===== src/rtl/apb_pkg.sv =====
// Shared APB4 types: requester FSM states, pprot attribute masks and the latched command record.
package apb_pkg;

  typedef enum logic [1:0] {
    IDLE,
    SETUP,
    ACCESS,
    RESP
  } apb_state_e;

  localparam logic [2:0] PROT_PRIV   = 3'b001;
  localparam logic [2:0] PROT_NONSEC = 3'b010;
  localparam logic [2:0] PROT_INSTR  = 3'b100;

  // Widest address/data the command record carries; the requester's parameters must not exceed these.
  localparam int unsigned APB_ADDR_W = 32;
  localparam int unsigned APB_DATA_W = 32;

  typedef struct packed {
    logic                      write;
    logic [APB_ADDR_W-1:0]     addr;
    logic [APB_DATA_W-1:0]     wdata;
    logic [APB_DATA_W/8-1:0]   strb;
    logic [2:0]                prot;
  } apb_cmd_t;

endpackage


===== src/rtl/apb4_master.sv =====
// APB4 requester: turns a valid/ready command stream into single APB4 transfers and returns
// read data / error / timeout status on a valid/ready response channel.
module apb4_master
  import apb_pkg::*;
#(
  parameter int unsigned ADDR_W  = 32,
  parameter int unsigned DATA_W  = 32,
  parameter int unsigned TIMEOUT = 256
) (
  input  logic                pclk,
  input  logic                presetn,
  input  logic                cmd_valid,
  output logic                cmd_ready,
  input  logic                cmd_write,
  input  logic [ADDR_W-1:0]   cmd_addr,
  input  logic [DATA_W-1:0]   cmd_wdata,
  input  logic [DATA_W/8-1:0] cmd_strb,
  input  logic [2:0]          cmd_prot,
  output logic                rsp_valid,
  input  logic                rsp_ready,
  output logic [DATA_W-1:0]   rsp_rdata,
  output logic                rsp_err,
  output logic                rsp_timeout,
  output logic [ADDR_W-1:0]   paddr,
  output logic [2:0]          pprot,
  output logic                psel,
  output logic                penable,
  output logic                pwrite,
  output logic [DATA_W-1:0]   pwdata,
  output logic [DATA_W/8-1:0] pstrb,
  input  logic                pready,
  input  logic [DATA_W-1:0]   prdata,
  input  logic                pslverr
);

  localparam int unsigned    CNT_W     = (TIMEOUT > 0) ? $clog2(TIMEOUT + 1) : 1;
  localparam logic [CNT_W-1:0] WAIT_LAST = (TIMEOUT > 0) ? CNT_W'(TIMEOUT - 1) : '0;

  apb_state_e          state_q, state_d;
  apb_cmd_t            cmd_q, cmd_d;
  logic [CNT_W-1:0]    wait_q, wait_d;
  logic                psel_q, penable_q, rsp_valid_q;
  logic [DATA_W-1:0]   rsp_rdata_q, rsp_rdata_d;
  logic                rsp_err_q, rsp_err_d;
  logic                rsp_timeout_q, rsp_timeout_d;
  logic                wait_hit;

  assign wait_hit = (TIMEOUT != 0) && (wait_q == WAIT_LAST);

  // NOTE: every combinational output gets a default before the case so no path leaves it unassigned (no latches).
  always_comb begin
    state_d = state_q;
    unique case (state_q)
      IDLE:    if (cmd_valid) state_d = SETUP;
      SETUP:   state_d = ACCESS;
      ACCESS:  if (pready || wait_hit) state_d = RESP;
      RESP:    if (rsp_ready) state_d = IDLE;
      default: state_d = IDLE;
    endcase
  end

  // Command capture, wait counting and response capture. pready/prdata/pslverr matter only in ACCESS.
  always_comb begin
    cmd_d         = cmd_q;
    wait_d        = wait_q;
    rsp_rdata_d   = rsp_rdata_q;
    rsp_err_d     = rsp_err_q;
    rsp_timeout_d = rsp_timeout_q;
    unique case (state_q)
      IDLE: begin
        if (cmd_valid) begin
          cmd_d.write = cmd_write;
          cmd_d.addr  = APB_ADDR_W'(cmd_addr);
          cmd_d.wdata = cmd_wdata;
          cmd_d.strb  = cmd_write ? cmd_strb : '0;
          cmd_d.prot  = cmd_prot;
          wait_d      = '0;
        end
      end
      ACCESS: begin
        if (pready) begin
          rsp_rdata_d   = cmd_q.write ? '0 : prdata;
          rsp_err_d     = pslverr;
          rsp_timeout_d = 1'b0;
        end else if (wait_hit) begin
          rsp_rdata_d   = '0;
          rsp_err_d     = 1'b1;
          rsp_timeout_d = 1'b1;
        end else if (wait_q != '1) begin
          wait_d = wait_q + 1'b1;
        end
      end
      RESP: begin
        if (rsp_ready) wait_d = '0;
      end
      default: ;
    endcase
  end

  // Bus and response strobes are registered from the next state so they line up with it.
  // NOTE: sequential state uses non-blocking assignments so all registers update from pre-edge values.
  always_ff @(posedge pclk or negedge presetn) begin
    if (!presetn) begin
      state_q       <= IDLE;
      cmd_q         <= '0;
      wait_q        <= '0;
      psel_q        <= 1'b0;
      penable_q     <= 1'b0;
      rsp_valid_q   <= 1'b0;
      rsp_rdata_q   <= '0;
      rsp_err_q     <= 1'b0;
      rsp_timeout_q <= 1'b0;
    end else begin
      state_q       <= state_d;
      cmd_q         <= cmd_d;
      wait_q        <= wait_d;
      psel_q        <= (state_d == SETUP) || (state_d == ACCESS);
      penable_q     <= (state_d == ACCESS);
      rsp_valid_q   <= (state_d == RESP);
      rsp_rdata_q   <= rsp_rdata_d;
      rsp_err_q     <= rsp_err_d;
      rsp_timeout_q <= rsp_timeout_d;
    end
  end

  assign cmd_ready   = (state_q == IDLE);
  assign psel        = psel_q;
  assign penable     = penable_q;
  assign paddr       = cmd_q.addr[ADDR_W-1:0];
  assign pprot       = cmd_q.prot;
  assign pwrite      = cmd_q.write;
  assign pwdata      = cmd_q.wdata;
  assign pstrb       = cmd_q.strb;
  assign rsp_valid   = rsp_valid_q;
  assign rsp_rdata   = rsp_rdata_q;
  assign rsp_err     = rsp_err_q;
  assign rsp_timeout = rsp_timeout_q;

endmodule

===== config.mk =====
export PLATFORM = sky130hd
export DESIGN_NAME = apb4_master
export DESIGN_NICKNAME = d
export VERILOG_FILES = /design/src/rtl/apb_pkg.sv /design/src/rtl/apb4_master.sv
export SDC_FILE = /design/constraint.sdc
export NUM_CORES = 1
export LEC_CHECK = 0
export ABC_AREA = 0
export CORE_ASPECT_RATIO = 0.9
export CORE_MARGIN = 2
export CORE_UTILIZATION = 40
export CTS_CLUSTER_DIAMETER = 40
export DETAILED_ROUTE_END_ITERATION = 8
export DONT_BUFFER_PORTS = 1
export GPL_ROUTABILITY_DRIVEN = 0
export PLACE_DENSITY = 0.52
export RECOVER_POWER = 25
export SETUP_SLACK_MARGIN = 0.02
export SLEW_MARGIN = 20
export SYNTH_ARGS = -nofsm -noshare
export SYNTH_HDL_FRONTEND = slang
export SYNTH_SLANG_ARGS = --single-unit

===== constraint.sdc =====
create_clock -name pclk -period 7 [get_ports pclk]
set_input_delay 1.4 -clock pclk [delete_from_list [all_inputs] [get_ports pclk]]
set_output_delay 1.4 -clock pclk [all_outputs]
set_load 0.01 [all_outputs]

==> run metrics <==
main area contributors after synthesis dfrtp_1 63%, mux2_2 16%, o21ai_0 7.3%, nand2_1 3.6%, clkbuf_1 1.3%; 1st-iter DRT viols ~210; clock root cell clkbuf_16; CTS max path bufs 2; per-instance average area after synthesis 12.4 um2; routed vias a little under 3k; clock tree from TritonCTS done; vias per std cell roughly 5.4; synthesized netlist cell count between 300 and 400; top cell types by occurrence after synthesis 120 x dfrtp_1, 70 x o21ai_0, 69 x mux2_2, 46 x nand2_1, 17 x clkbuf_1; required time at the endpoint of the critical path ~7.3 ns; Worst-Margin Slew 0.745 ns; GR Util All Layers approximately 17%; number of filler instances in the final layout 1020; destination of the worst hold path wait_q[0]$_DFFE_PN0P_; remaining antenna violation count 0; standard-cell rows 37; PwrDens 522 nW/um2; Util after Layout 48.7%; antenna violations before repair 0; Worst Skew 0.00889 ns; DR pass1 iterations 4; CP arrival 2.91 ns; max-slew violation total from the final report 0; worst slew slack as a fraction of its limit between 50% and 60%; minimum hold slack about 0.53 ns; launch instance of the worst min-delay path wait_q[0]$_DFFE_PN0P_; Avg WL per Cell between 15 and 20 um; floorplan die area around 13000 um2; cell count of the worst reg-to-reg path 7; post-synthesis async set-or-reset flop share 100%; fraction of final layout cells with drive strength greater than 1 a little over a quarter; Setup CP Type reg2reg; clock buffer count from CTS 17; Post-CTS Hold Buffers 0; cell depth of the worst hold path 1; via count of the first global-routing pass between 3k and 4k; fmax roughly 380 MHz; r2r endpoint wait_q[8]$_DFFE_PN0P_; reg-to-reg slack, setup 4.37 ns; Hold Fails Final Rpt 0; setup_tns 0 ns; residual DRC count 0; initial standard-cell utilization of the core between 40% and 50%; clock-pin slew of the registers on the worst-case setup and hold paths about 0.05 ns; setup repair after global routing missed its margin false; post-synthesis compound-gate area fraction about a tenth; core area around 12000 um2; most numerous cell in the Yosys netlist dfrtp_1; Worst IR Drop VDD ~0.27 mV; main combinational cell family by area after synthesis multiplexers; antenna cell count 0; startpoint of the worst-slack reg-to-reg timing path wait_q[0]$_DFFE_PN0P_; Mapped Nets 499; Finish-stage setup viols 0; Max Cap Violations 0; total congestion overflow after global routing 0; Die Span X 119 um; Setup Buffers After CTS 0; hpwl dp approximately 7000 um; proportion of synthesized chip area in sequential cells between 60 and 70%; simple-gate share of the synthesized area under 10%; path category of the worst min-delay check reg2reg; flop and latch count out of synthesis 120; die height 108 um; share of synthesized area spent on multiplexers ~17%; clock insertion delay at the later pin of the skew report 0.40 ns; post-layout minimum cycle time between 2 and 3 ns; status completed; area growth from synthesis to layout 17.4%; Final nets between 400 and 500; number of input and output port buffers inserted 0; H-tree Lvls 4; Critical Path End Type register; global-route wire length before repair ~17000 um; nature of the critical path startpoint register; adder-cell share of the synthesized area ~1.0%; maximum number of pins on one net before global-route repair approximately 120; count of cell types in the netlist 34; synth warn 0; top-area cell type share of the netlist area a little over three fifths; xor and xnor fraction of the mapped netlist area 0%; cell taking the most area after synthesis dfrtp_1; post-synthesis cell area approximately 4800 um2; aggregate routed wire length roughly 11000 um; primary flip-flop cell chosen by synthesis mapping dfrtp_1; final cycle utilization of the critical path 37.5%; Leak approximately 2.4 nW; sink count of the clock tree 120; number of enable-type register cells in the synthesized netlist 0; Post-CTS Resized 0; critical-path maximum fanout 7; I/O pin count between 200 and 250
state kept, by name, indices dropped and copies added, names as in the netlist:
name	flops
pwdata	32
paddr	32
rsp_timeout	1
pstrb	4
psel	1
rsp_valid	1
wait_q	9
rsp_err	1
penable	1
rsp_rdata	32
pprot	3
pwrite	1
state_q	2
final cells by class:
| type | count | area [um2] | area share [%] |
|---|---|---|---|
| sequential | 120 | 3000 | 53.5 |
| multi-input combinational | 235 | 1680 | 30.0 |
| clock buffer | 25 | 526 | 9.36 |
| tap | 156 | 195 | 3.48 |
| clock inverter | 6 | 158 | 2.81 |
| timing repair buffer | 2 | 27.5 | 0.490 |
| inverter | 6 | 22.5 | 0.401 |
logic make-up (layout without fill, tap and decap cells):
logic type / after synthesis / count (layout)
compound gates: 84 / 84
fa+ha+maj: 4 / 4
buf+inv: 30 / 39
flops: 120 / 120
mux: 72 / 72
simple gates: 75 / 75
routing by layer:
metal | GRT usage, % | part of all wire (%)
met5 | 0 | 0
met4 | 6.04 | 1.2
met3 | 8.53 | 9.1
met2 | 27.2 | 50
met1 | 20.3 | 40
worst max path at each step:
stage / end / cells past startpoint / slack [ns] / from
floorplan: wait_q[8]$_DFFE_PN0P_ / 4 / 4.23 / pready
global placement: wait_q[8]$_DFFE_PN0P_ / 3 / 3.77 / cmd_valid
detailed placement: wait_q[8]$_DFFE_PN0P_ / 3 / 3.70 / cmd_valid
CTS: wait_q[8]$_DFFE_PN0P_ / 3 / 4.15 / cmd_valid
global route: wait_q[8]$_DFFE_PN0P_ / 7 / 4.24 / wait_q[0]$_DFFE_PN0P_
finish: wait_q[8]$_DFFE_PN0P_ / 7 / 4.37 / wait_q[0]$_DFFE_PN0P_
cell usage in the layout (no fill, tap or decap), types with 2 or more instances in the layout:
master and n:
bufinv_16 5, o211ai_1 2, nor3_1 3, ha_1 4
a21oi_1 5, or4_1 3, nand2_1 46, nor2b_1 2
mux2i_1 3, nand3b_1 2, inv_1 6, o21ai_0 69
mux2_2 69, nor2_1 4, nand3_1 4, clkbuf_16 17
a31oi_1 2, dfrtp_1 120, clkbuf_8 7
through the flow:
stage	instance area, um2	total power [mW]	worst slack [ns]	cells
global placement	4890	1.93	3.77	518
global route	5610	3.10	4.24	550
detailed placement	4900	1.96	3.70	518
floorplan	4780	1.78	4.23	385
CTS	5580	2.96	4.15	549
finish	5610	2.93	4.37	550
critical path, cell delays in order (launching register included):
cell and delay [ns]:
dfrtp_1 0.41, ha_1 0.26, nand2_1 0.08, nor3_1 0.07
ha_1 0.30, or4b_1 0.64, o211ai_2 0.37, mux2_2 0.38
power by group:
part / internal (mW) / leakage [nW] / switching (mW)
logic: 0.267 / 0.614 / 0.249
clock network: 0.697 / 0.332 / 0.288
registers: 1.03 / 1.50 / 0.402
No activity file was read; power rests on OpenSTA's default activity.
==> edit 1 (same flow settings) <==
Change the parameter `TIMEOUT` from 256 to 512.
--- a/src/rtl/apb4_master.sv
+++ b/src/rtl/apb4_master.sv
@@ -7,3 +7,3 @@
   parameter int unsigned DATA_W  = 32,
-  parameter int unsigned TIMEOUT = 256
+  parameter int unsigned TIMEOUT = 512
 ) (
Formal check against the unedited RTL: no difference found for any inputs over 10 cycles, from zero or initial values and one cycle with presetn low; that may be too few to reach the edited logic, so the function may still have changed.
==> edit 1 against the original RTL <==
Clock skew fell by 0.0015 ns. Area after synthesis fell by 0.86%. Setup slack improved by 0.042 ns. Via count rose by 9.6%. Sequential share of layout area rose by 2.6 points. Critical endpoint is now cmd_ready. Global-route usage rose by 1.1 points. Routed wire length rose by 2.2%. Design area fell by 3.9%. Count of clock-buffer cells in the layout fell by 3. Maximum frequency rose by 1.6%. Total power fell by 7.2%. Sequential cell count rose by 1. First-iteration DRC count rose by 12%. Critical path depth fell by 6.
==> edit 1: results (changes against the original RTL) <==
met2 WL post-DR -> 5130 µm (was 5360 µm)
clock root cell -> clkbuf_16 (unchanged)
Slew headroom -> 50.2% (about the same)
dpl cell area -> 4850 µm² (was 4900 µm²)
post-DR wirelength/cell -> 17.6 µm (was 19.7 µm)
status -> completed (unchanged)
initial antenna violation count -> 0 (unchanged)
CP Max Fanout -> 7 (unchanged)
GR Util met1 -> 21.2% (was 20.3%)
first-pass GRT wire length -> 17900 µm (was 16800 µm)
Starting DRT DRC Count -> 232 (was 208)
path depth of the worst reg2reg path -> 7 (unchanged)
proportion of synthesized area in mux cells -> 0% (was 16.9%)
vias in the first global route -> 3402 (was 3162)
Max Clock Skew -> 0.00734 ns (was 0.00889 ns)
pin count of the biggest net entering global routing -> 122 (was 121)
final std cells w/o fill -> 629 (was 550)
sequential-to-total area share from yosys stat -> 63.9% (was 62.8%)
complex-gate fraction of the synthesized area -> 10.6% (was 9.39%)
CP endpoint -> cmd_ready (was wait_q[8])
RR Endpoint -> psel (was wait_q[8])
DP Wirelength -> 7410 µm (was 7120 µm)
peak supply drop -> 0.000207 V (was 0.000266 V)
Global Route Usage Sum -> 18.3% (was 17.2%)
Synth Flop Type -> dfrtp_1 (unchanged)
Worst EP arrival -> 1.18 ns (was 2.91 ns)
syn nets -> 577 (was 499)
Syn. warnings -> 0 (unchanged)
async set-reset flop share out of synthesis -> 100% (unchanged)
Crit-path slowest cell -> dfrtp_1 (was or4b_1)
dpl cells -> 599 (was 518)
CP startpoint -> state_q[1] (was wait_q[0])
post-synthesis cell type count -> 39 (was 34)
top cells by area, synth -> dfrtp_1, nand2_1, a22o_1 (was dfrtp_1, mux2_2, o21ai_0)
RR Startpoint -> wait_q[0] (unchanged)
Adder-Cell Fraction of Synth Area -> 0.792% (was 1.05%)
worst setup margin -> 4.42 ns (was 4.37 ns)
Hold Startpoint -> wait_q[8] (was wait_q[0])
met3 wire len -> 1300 µm (was 983 µm)
Met1 Routed Length -> 4480 µm (was 4330 µm)
met3 Track Usage GR -> 11.0% (was 8.53%)
Fillers -> 1124 (was 1020)
met2 Resource Use GR -> 28.2% (was 27.2%)
Synth top cells by count -> nand2_1, dfrtp_1, a22o_1 (was dfrtp_1, o21ai_0, mux2_2)
max incr delay on CP -> 0.45 ns (was 0.64 ns)
LEAKAGE -> 2.76 nW (was 2.44 nW)
layout cells sized above 1 -> 9.73% (was 27.2%)
P_sw -> 0.983 mW (was 0.939 mW)
cell family with most CP delay -> flip-flops (was simple AND/OR/NAND/NOR gates)
via count -> 3255 (was 2969)
R2R setup slack -> 4.93 ns (was 4.37 ns)
Avg Synthesized Cell Area -> 10.2 µm² (was 12.4 µm²)
[edit 1: cell types whose count changed after synthesis, moves of 4 or more]
cell,before,now
buf_1,0,9
nand2_1,46,220
o21ai_0,70,6
mux2_2,69,0
a22o_1,0,30
nand3_1,4,8
clkbuf_1,17,5
[edit 1: worst register-to-register path: cells and delay by family, from the launching register on]
family | cells | cell delay, ns
and+or+nand+nor | 2 | 0.36
AOI/OAI and AO/OA | 2 | 0.52
DFF | 1 | 0.46
buffers and inverters | 1 | 0.03
adders and majority gates | 2 | 0.59
[edit 1: power groups by stage]
stage	registers (mW)	logic (mW)	clock network (mW)
6_report	1.42	0.500	0.798
5_1_grt	1.46	0.591	0.855
4_1_cts	1.42	0.512	0.819
3_5_place_dp	1.43	0.515	0
3_3_place_gp	1.43	0.475	0
2_1_floorplan	1.34	0.436	0
[edit 1: cell families (layout without fill, tap and decap cells)]
group,Yosys count,in the layout
simple gates,252,252
flops,121,121
compound gates,62,62
buf+inv,26,35
fa+ha+maj,3,3
[edit 1: layout make-up]
type	instances	area [µm²]	share of cell area [%]
Sequential cell	121	3030	56.1
Multi-Input combinational cell	317	1600	29.7
Clock buffer	22	474	8.79
Tap cell	156	195	3.62
Clock inverter	8	72.6	1.34
Timing Repair Buffer	2	15.0	0.278
Inverter	3	11.3	0.209
[edit 1: how the worst min path moves through the flow]
stage | slack (ns) | depth (start not counted) | end
detailed placement | 0.53 | 2 | wait_q[8]
finish | 0.54 | 2 | wait_q[8]
global placement | 0.52 | 2 | wait_q[8]
floorplan | 0.49 | 2 | wait_q[8]
CTS | 0.54 | 2 | wait_q[8]
global route | 0.57 | 2 | pprot[0]
==> edit 2 (same settings) <==
Made on the original files. Reset style: synchronous (`presetn`), changed in one clocked block.
--- a/src/rtl/apb4_master.sv
+++ b/src/rtl/apb4_master.sv
@@ -101,3 +101,3 @@
   // NOTE: sequential state uses non-blocking assignments so all registers update from pre-edge values.
-  always_ff @(posedge pclk or negedge presetn) begin
+  always_ff @(posedge pclk) begin
     if (!presetn) begin
Formal check against the unedited RTL: differs if presetn is asserted again (counterexample within 4 cycles, from zero or initial values and one cycle with presetn low); with presetn held inactive, the same outputs for 10 cycles.
==> edit 2 against the original RTL <==
The flow now finishes with violations (max-capacitance violations, max-slew violations). Global-route usage is 1.2 points higher. Setup slack worse by 0.94 ns. Routed wire length is 1.0% higher. Area after synthesis is 9.1% lower. Clock skew hardly changed. Design area is 11% lower. Sequential cell count stayed put.
Power is not compared: it rests on default switching activity, and its combinational part moved more than twofold at a synthesized area within 25%.
==> edit 2: results (changes against the original RTL) <==
status -> complete, but fails checks (was completed)
violated checks -> max-capacitance violations, max-slew violations
nonclk inv count -> 2 (was 6)
vias in the first global route -> 3259 (was 3162)
initial antenna violation count -> 0 (unchanged)
Synth top cells by count -> nand2_1, dfxtp_1, a21oi_1 (was dfrtp_1, o21ai_0, mux2_2)
drt pass-1 iters -> 5 (was 4)
sequential-to-total area share from yosys stat -> 55.3% (was 62.8%)
area grow syn2layout -> 14.8% (was 17.4%)
clock root cell -> clkbuf_16 (unchanged)
clock latency on the worst-skew pair -> 0.42 ns (was 0.40 ns)
Non-clk bufs -> 5 (was 2)
worst min path class -> reg2reg (unchanged)
Slew headroom -> -14.0% (was 50.2%)
pin count of the biggest net entering global routing -> 75 (was 121)
NonClk Buf Share -> 0.752% (was 0.490%)
first-pass GRT wire length -> 16300 µm (was 16800 µm)
PortBufs -> 0 (unchanged)
Worst Hold End -> wait_q[1] (was wait_q[0])
multi-input logic area -> 1800 µm² (was 1680 µm²)
async set-reset flop share out of synthesis -> 0% (was 100%)
clk_buf instances -> 30 (was 25)
Max Clock Skew -> 0.00853 ns (was 0.00889 ns)
Avg Synthesized Cell Area -> 8.06 µm² (was 12.4 µm²)
post-synthesis cell type count -> 35 (was 34)
Starting DRT DRC Count -> 181 (was 208)
LEAKAGE -> 1.81 nW
Num CTS Buffers -> 17 (unchanged)
RR Startpoint -> wait_q[0] (unchanged)
Min Hold Slack -> 0.474 ns (was 0.534 ns)
final-layout clock-cell area share -> 11.5% (was 12.2%)
worst hold stages -> 2 (was 1)
dpl cells -> 638 (was 518)
DRT Wirelength -> 10900 µm (was 10800 µm)
Slew Limit Fails -> 52 (was 0)
layout cells sized above 1 -> 7.46% (was 27.2%)
post-DR wirelength/cell -> 16.3 µm (was 19.7 µm)
Reg clk slew, reported paths -> 0.05 ns (about the same)
R2R setup slack -> 4.34 ns (was 4.37 ns)
CP Max Fanout -> 62 (was 7)
top cells by area, synth -> dfxtp_1, nand2_1, a21oi_1 (was dfrtp_1, mux2_2, o21ai_0)
RR Endpoint -> rsp_rdata[8] (was wait_q[8])
Hold Startpoint -> wait_q[1] (was wait_q[0])
DP Wirelength -> 7170 µm (was 7120 µm)
routed vias/inst -> 5.41 (was 5.40)
#MultiIn Comb -> 378 (was 235)
dpl cell area -> 4420 µm² (was 4900 µm²)
Global Route Usage Sum -> 18.4% (was 17.2%)
path depth of the worst reg2reg path -> 10 (was 7)
sequential cell area share -> 48.2% (was 53.5%)
syn nets -> 653 (was 499)
Tapcells -> 133 (was 156)
max_cap viols -> 1 (was 0)
Fillers -> 1083 (was 1020)
Synth Flop Type -> dfxtp_1 (was dfrtp_1)
dpl ws -> 3.99 ns (was 3.70 ns)
## edit 2: cell types whose count changed in the layout (fill, tap and decap cells not counted), sizes merged, moves of 34 or more
cell	change
dfxtp	+120
nand3	+34
dfrtp	-120
nand2	+133
mux2	-69
a21oi	+101
o21ai	-63
## edit 2: worst max path at each step
stage               start   endpoint  slack [ns]  depth (start not counted)
5_1_grt           presetn  wait_q[5]        3.23                          3
4_1_cts        state_q[1]  cmd_ready        4.37                          1
3_3_place_gp    cmd_valid  wait_q[4]        4.03                          5
2_1_floorplan      pready       psel        4.57                          6
3_5_place_dp    cmd_valid  wait_q[4]        3.99                          5
6_report          presetn  wait_q[8]        3.44                          3
## edit 2: worst max-delay path, stage by stage
cell        delay (ns)
clkinvlp_2        1.25
buf_4             0.83
o32ai_1           0.33
## edit 2: power by group through the flow
stage | logic [mW] | clock network, mW | registers [mW]
3_3_place_gp | 0.110 | 0 | 0.781
6_report | 0.113 | 0.837 | 0.767
3_5_place_dp | 0.115 | 0 | 0.781
2_1_floorplan | 0.0939 | 0 | 0.770
5_1_grt | 0.131 | 0.886 | 0.771
4_1_cts | 0.115 | 0.854 | 0.767
## edit 2: layer usage
metal | GRT usage (%) | vias up | part of all wire, %
met2 | 29.4 | 171 | 47
met4 | 9.29 | 0 | 1.5
li1 | - | 1769 | -
met1 | 19.8 | 1665 | 40
met5 | 0 | - | 0
met3 | 10.3 | 16 | 12
## edit 2: logic make-up after synthesis
logic type	synth area share [%]
flops	55.3
compound gates	15.7
fa+ha+maj	1.15
buf+inv	3.74
simple gates	24.1
